### src/rtl/tt_div_pkg.sv
// Shared definitions for the tt_um_divider tile.
//   - FSM state encoding (enum plus plain logic constants for the state register)
//   - bit positions of the status flags on uio_out
//   - output-enable mask for the bidirectional pins
package tt_div_pkg;

    typedef enum logic [1:0] {
        S_IDLE  = 2'd0,
        S_GOT_A = 2'd1,
        S_BUSY  = 2'd2,
        S_DONE  = 2'd3
    } div_state_e;

    localparam logic [1:0] ST_IDLE  = S_IDLE;
    localparam logic [1:0] ST_GOT_A = S_GOT_A;
    localparam logic [1:0] ST_BUSY  = S_BUSY;
    localparam logic [1:0] ST_DONE  = S_DONE;

    localparam int BUSY_BIT  = 2;
    localparam int DONE_BIT  = 3;
    localparam int DZ_BIT    = 4;
    localparam int AWAIT_BIT = 5;

    localparam logic [7:0] UIO_OE_MASK = 8'h3C;

endpackage

### src/rtl/tt_div_core.sv
// Iterative unsigned restoring divider datapath, one quotient bit per clock.
// Ports:
//   clk, rst_n      clock, synchronous active-low reset
//   start           load operands and begin a division (one-cycle pulse)
//   divisor_zero    qualifies start: produce the divide-by-zero result instead
//   dividend_in     dividend captured on start
//   divisor_in      divisor captured on start
//   busy            division in progress
//   valid           high in the cycle whose closing edge commits the results
//   quotient        quotient result register (holds previous result while busy)
//   remainder       remainder result register (holds previous result while busy)
module tt_div_core
    import tt_div_pkg::*;
#(
    parameter int WIDTH = 8
) (
    input  logic             clk,
    input  logic             rst_n,
    input  logic             start,
    input  logic             divisor_zero,
    input  logic [WIDTH-1:0] dividend_in,
    input  logic [WIDTH-1:0] divisor_in,
    output logic             busy,
    output logic             valid,
    output logic [WIDTH-1:0] quotient,
    output logic [WIDTH-1:0] remainder
);

    localparam int CNT_W = $clog2(WIDTH + 1);

    logic [WIDTH-1:0] dvd;
    logic [WIDTH-1:0] dvs;
    logic [WIDTH-1:0] rem;
    logic [WIDTH-1:0] qacc;
    logic [CNT_W-1:0] cnt;
    logic             zero_pend;

    logic [WIDTH:0]   trial;
    logic             fits;
    logic [WIDTH-1:0] rem_next;
    logic [WIDTH-1:0] q_next;

    // The partial remainder is always below the divisor, so the shifted trial
    // value needs one extra bit and the restored difference fits back in WIDTH.
    always_comb begin
        trial    = {rem, dvd[WIDTH-1]};
        fits     = (trial >= {1'b0, dvs});
        rem_next = fits ? WIDTH'(trial - {1'b0, dvs}) : trial[WIDTH-1:0];
        q_next   = {qacc[WIDTH-2:0], fits};
    end

    // Divide-by-zero spends a single busy cycle so both paths report through valid.
    assign valid = busy & (zero_pend | (cnt == CNT_W'(1)));

    always_ff @(posedge clk) begin
        if (!rst_n) begin
            dvd       <= '0;
            dvs       <= '0;
            rem       <= '0;
            qacc      <= '0;
            cnt       <= '0;
            zero_pend <= 1'b0;
            busy      <= 1'b0;
            quotient  <= '0;
            remainder <= '0;
        end else if (start) begin
            dvd       <= dividend_in;
            dvs       <= divisor_in;
            rem       <= '0;
            qacc      <= '0;
            cnt       <= CNT_W'(WIDTH);
            zero_pend <= divisor_zero;
            busy      <= 1'b1;
        end else if (busy) begin
            if (zero_pend) begin
                quotient  <= '1;
                remainder <= dvd;
                zero_pend <= 1'b0;
                busy      <= 1'b0;
            end else begin
                dvd  <= {dvd[WIDTH-2:0], 1'b0};
                rem  <= rem_next;
                qacc <= q_next;
                cnt  <= cnt - CNT_W'(1);
                if (cnt == CNT_W'(1)) begin
                    quotient  <= q_next;
                    remainder <= rem_next;
                    busy      <= 1'b0;
                end
            end
        end
    end

endmodule

### src/rtl/tt_um_divider.sv
// TinyTapeout tile: sequential unsigned restoring divider.
// Operands are loaded byte-wise on ui_in, each on a rising edge of uio_in[0]
// (dividend first, then divisor); the quotient or remainder appears on uo_out.
// Ports:
//   clk, rst_n   clock, synchronous active-low reset
//   ena          ignored
//   ui_in        operand byte (WIDTH LSBs used)
//   uio_in       [0] load strobe, [1] result select (0 quotient, 1 remainder)
//   uo_out       selected result, zero-extended
//   uio_out      [2] busy, [3] done, [4] div_by_zero, [5] await_divisor
//   uio_oe       constant 8'h3C
// Build option: define TT_DIV_SYNC_EN to pass uio_in[1:0] through a 2-flop
// synchronizer before use (adds 2 cycles to every strobe-referenced latency).
module tt_um_divider
    import tt_div_pkg::*;
#(
    parameter int WIDTH = 8
) (
    input  logic       clk,
    input  logic       rst_n,
    input  logic       ena,
    input  logic [7:0] ui_in,
    input  logic [7:0] uio_in,
    output logic [7:0] uo_out,
    output logic [7:0] uio_out,
    output logic [7:0] uio_oe
);

    logic             strb;
    logic             sel;
    logic             strb_ok;
    logic             strb_q;
    logic             armed;
    logic             rise;
    logic [1:0]       state;
    logic [WIDTH-1:0] dividend;
    logic             dz_pend;
    logic             div_by_zero;
    logic             core_start;
    logic             core_busy;
    logic             core_valid;
    logic [WIDTH-1:0] quotient;
    logic [WIDTH-1:0] remainder;

`ifdef TT_DIV_SYNC_EN
    logic [1:0] strb_sync;
    logic [1:0] sel_sync;
    logic [1:0] ok_sync;

    // ok_sync tracks when the synchronizer holds genuine pin samples again
    // after reset, so its reset zeros are not mistaken for a low strobe.
    always_ff @(posedge clk) begin
        if (!rst_n) begin
            strb_sync <= 2'b00;
            sel_sync  <= 2'b00;
            ok_sync   <= 2'b00;
        end else begin
            strb_sync <= {strb_sync[0], uio_in[0]};
            sel_sync  <= {sel_sync[0], uio_in[1]};
            ok_sync   <= {ok_sync[0], 1'b1};
        end
    end

    assign strb    = strb_sync[1];
    assign sel     = sel_sync[1];
    assign strb_ok = ok_sync[1];
`else
    assign strb    = uio_in[0];
    assign sel     = uio_in[1];
    assign strb_ok = 1'b1;
`endif

    // armed stays low until the strobe has been seen low after reset, so a
    // strobe held high through reset release never counts as a rise.
    assign rise       = strb & ~strb_q & armed;
    assign core_start = (state == ST_GOT_A) & rise;

    always_ff @(posedge clk) begin
        if (!rst_n) begin
            strb_q      <= 1'b0;
            armed       <= 1'b0;
            state       <= ST_IDLE;
            dividend    <= '0;
            dz_pend     <= 1'b0;
            div_by_zero <= 1'b0;
        end else begin
            strb_q <= strb;
            armed  <= armed | (strb_ok & ~strb);
            case (state)
                ST_IDLE: begin
                    if (rise) begin
                        dividend <= ui_in[WIDTH-1:0];
                        state    <= ST_GOT_A;
                    end
                end
                ST_GOT_A: begin
                    if (rise) begin
                        dz_pend <= (ui_in[WIDTH-1:0] == '0);
                        state   <= ST_BUSY;
                    end
                end
                ST_BUSY: begin
                    if (core_valid) begin
                        div_by_zero <= dz_pend;
                        state       <= ST_DONE;
                    end
                end
                ST_DONE: begin
                    if (rise) begin
                        dividend    <= ui_in[WIDTH-1:0];
                        div_by_zero <= 1'b0;
                        state       <= ST_GOT_A;
                    end
                end
                default: state <= ST_IDLE;
            endcase
        end
    end

    tt_div_core #(
        .WIDTH(WIDTH)
    ) u_core (
        .clk         (clk),
        .rst_n       (rst_n),
        .start       (core_start),
        .divisor_zero(ui_in[WIDTH-1:0] == '0),
        .dividend_in (dividend),
        .divisor_in  (ui_in[WIDTH-1:0]),
        .busy        (core_busy),
        .valid       (core_valid),
        .quotient    (quotient),
        .remainder   (remainder)
    );

    assign uo_out = sel ? 8'(remainder) : 8'(quotient);

    always_comb begin
        uio_out            = 8'h00;
        uio_out[BUSY_BIT]  = (state == ST_BUSY);
        uio_out[DONE_BIT]  = (state == ST_DONE);
        uio_out[DZ_BIT]    = div_by_zero;
        uio_out[AWAIT_BIT] = (state == ST_GOT_A);
    end

    assign uio_oe = UIO_OE_MASK;

    logic unused;
    assign unused = &{1'b0, ena, ui_in, uio_in, core_busy};

endmodule

### config.mk
export PLATFORM = sky130hd
export DESIGN_NAME = tt_um_divider
export DESIGN_NICKNAME = d
export VERILOG_FILES = /design/src/rtl/tt_div_pkg.sv /design/src/rtl/tt_div_core.sv /design/src/rtl/tt_um_divider.sv
export SDC_FILE = /design/constraint.sdc
export NUM_CORES = 1
export LEC_CHECK = 0
export ABC_AREA = 1
export CORE_MARGIN = 5
export CORE_UTILIZATION = 46
export DETAILED_ROUTE_END_ITERATION = 7
export MAX_ROUTING_LAYER = met4
export PLACE_DENSITY = 0.68
export SYNTH_ARGS = -nofsm -noshare
export SYNTH_HDL_FRONTEND = slang
export SYNTH_HIERARCHICAL = 1
export SYNTH_SLANG_ARGS = --single-unit
### constraint.sdc
create_clock -name clk -period 2.4 [get_ports clk]
set_input_delay 0.24 -clock clk [delete_from_list [all_inputs] [get_ports clk]]
set_output_delay 0.24 -clock clk [all_outputs]
set_load 0.005 [all_outputs]
==> out/qor.yml <==
outcome: "finished clean"
grt_overflow_total: 0
worst_slew_pin_slew_ns: 0.527
yosysSeqAreaShare: 0.380
tns_ns: 0
synth_cell_types: 37
rsz0062_at_grt: "false"
grt_pass1_wl_um: 13200
clk_pin_slew_worst_paths_ns: 0.07
postRouteAntennaNets: 0
grt_pass1_vias: 2889
p_sw_mw: 1.17
fin_crit_ns: 2.01
r2r_setup_slack_ns: 0.47
slowest_delay_ns: 0.69
critPathSlowestCell: "clkdlybuf4s50_1"
cts_buffers: 9
max_cap_viol_count: 0
path_cells: "clkdlybuf4s50_1, mux2_2, clkdlybuf4s50_1"
skew_ns: 0.0116
worst_ep_required_time_ns: 2.16
worstSkewPairLatency_ns: 0.35
postCtsSetupBuffers: 0
pin_count: 43
maxSlewViolCount: 0
seqPwrFrac: 0.391
cp_common_cell: "clkdlybuf4s50_1"
fmaxAchievable_mhz: 497
antennaDiodeCount: 0
htree_num_levels: 3
slew_headroom: 0.647
grt_max_degree: 23
drive_gt1_frac: 0.117
synth_seq_cells: 67
p_int_mw: 1.93
hold_path.class: "reg -> reg"
vdd_drop_max_v: 0.000475
routed_via_density: 5.01
dieArea_um2: 9520
coreArea_um2: 7610
wire_per_inst_um: 12.9
crit_path_end_kind: "output port"
fin_total_pwr_mw: 3.09
rows: 32
grt.total_usage: 0.174
die_h_um: 97.6
cts_tree: "built"
avgSynthCellArea_um2: 7.35
antenna_found_initial: 0
detailedPlace.worstSlack_ns: 0.308
timing.final.crit_share: 0.839
drt_pass1_iterations: 4
hpwlAfterDp_um: 5790
hold_violations: 0
final_cell_mix: "nand2_1 (89), dfxtp_1 (67), inv_1 (58), a21oi_1 (46), nand3_1 (40)"
clkSinkCount: 67
fillers: 766
area_growth_pct: 12.1
vias: 3038
drt-initial-drc-count: 174
finalCoreUtilization: 0.520
final_common_cell: "nand2_1"
drc: 0
clock_path_buffers: 2
port_buffers: 23
cts_root_buffer: "clkbuf_8"
finalSetupViolations: 0
syn-cell-area_um2: 3530
dieWidth_um: 97.6
routed_wl_um: 7810
arrival_ns: 1.77
initial_core_util: 0.464
p_comb_frac: 0.338
cts_resized: 0
worstSetupPathType: "in -> out"
gp_congestion: 0.851
ys_warn_count: 6
syn_inst: 480
cp_max_fo: 8
layout_setup_ws_ns: 0.387
powerDensity_nw_per_um2: 783
postCtsHoldBufs: 0
worstSetupStartpointType: "primary input"
swShare: 0.378
power.leakage_nw: 1.72
power_frac_clock: 0.271
nNetsFinal: 533
path summary, 6_finish.rpt:
path / start / depth (start not counted) / end
max: uio_in[1] / 3 / uo_out[1]
min reg2reg: u_core/busy / 1 / u_core/zero_pend
max reg2reg: u_core/dvs[6] / 12 / u_core/rem[4]
min: u_core/busy / 1 / u_core/zero_pend
registers in the layout, summed over array words and instances (netlist names), 2 cells and up:
signal	count
u_core/dvs	8
u_core/dvd	8
u_core/remainder	8
u_core/cnt	4
dividend	8
u_core/quotient	8
u_core/rem	8
u_core/qacc	7
state	2
through the flow:
step / instance area [um2] / hold WS [ns] / instances
3_5_place_dp: 3770 / 0.438 / 590
3_3_place_gp: 3770 / 0.431 / 590
6_report: 3950 / 0.450 / 606
4_1_cts: 3950 / 0.448 / 606
2_1_floorplan: 3560 / 0.333 / 490
5_1_grt: 3950 / 0.468 / 606
worst max-delay path, delay by kind of cell:
family | cells | cell delay (ns)
muxes | 1 | 0.39
buffers and inverters | 2 | 1.14
metal layers:
metal / up-vias / track usage / wire [um]
met2: 42 / 0.276 / 3850
li1: 1570 / - / -
met5: - / - / 0
met3: 11 / 0.0402 / 200
met4: 0 / 0.0692 / 107
met1: 1415 / 0.213 / 3650
layout make-up:
class	instances	area, um2	area share
Tap cell	102	128	0.0323
Clock inverter	6	41.3	0.0104
Sequential cell	67	1340	0.339
Timing Repair Buffer	29	275	0.0696
Inverter	62	233	0.0589
Clock buffer	10	138	0.0348
Multi-Input combinational cell	330	1800	0.455
synth_stat cells (all sizes together):
master,instances,area share
ha,14,0.050
o211ai,1,0.0021
xnor2,3,0.0075
or2,2,0.0043
xor2,1,0.0025
nand3,43,0.065
nor2,43,0.054
nand4,1,0.0018
a31oi,8,0.014
clkinv,1,0.0011
buf,23,0.046
a211oi,4,0.0085
inv,61,0.065
nor3,7,0.013
a21oi,51,0.078
clkbuf,8,0.0085
conb,2,0.0021
o21ai,30,0.043
o31ai,1,0.0021
fa,1,0.0057
nand2,100,0.12
mux2,8,0.026
dfxtp,67,0.38
power by group through the flow:
stage               logic (mW)  clock network, mW  registers [mW]
floorplan                0.825                  0            1.23
global placement          1.03                  0            1.23
detailed placement        1.04                  0            1.24
CTS                       1.05              0.865            1.21
global route              1.18              0.914            1.22
finish                    1.05              0.838            1.21
logic make-up (layout without fill, tap and decap cells):
| family | Yosys count | in the layout | synth area share |
|---|---|---|---|
| flip-flops | 67 | 67 | 0.380 |
| AO/OA/AOI/OAI | 95 | 95 | 0.147 |
| other | 2 | 12 | 0.00213 |
| AND/OR/NAND/NOR | 196 | 196 | 0.259 |
| XOR/XNOR | 4 | 4 | 0.00993 |
| multiplexers | 8 | 8 | 0.0255 |
| adder cells (fa/ha/maj) | 15 | 15 | 0.0553 |
| buffers and inverters | 93 | 107 | 0.121 |
No activity file was read; power rests on OpenSTA's default activity.
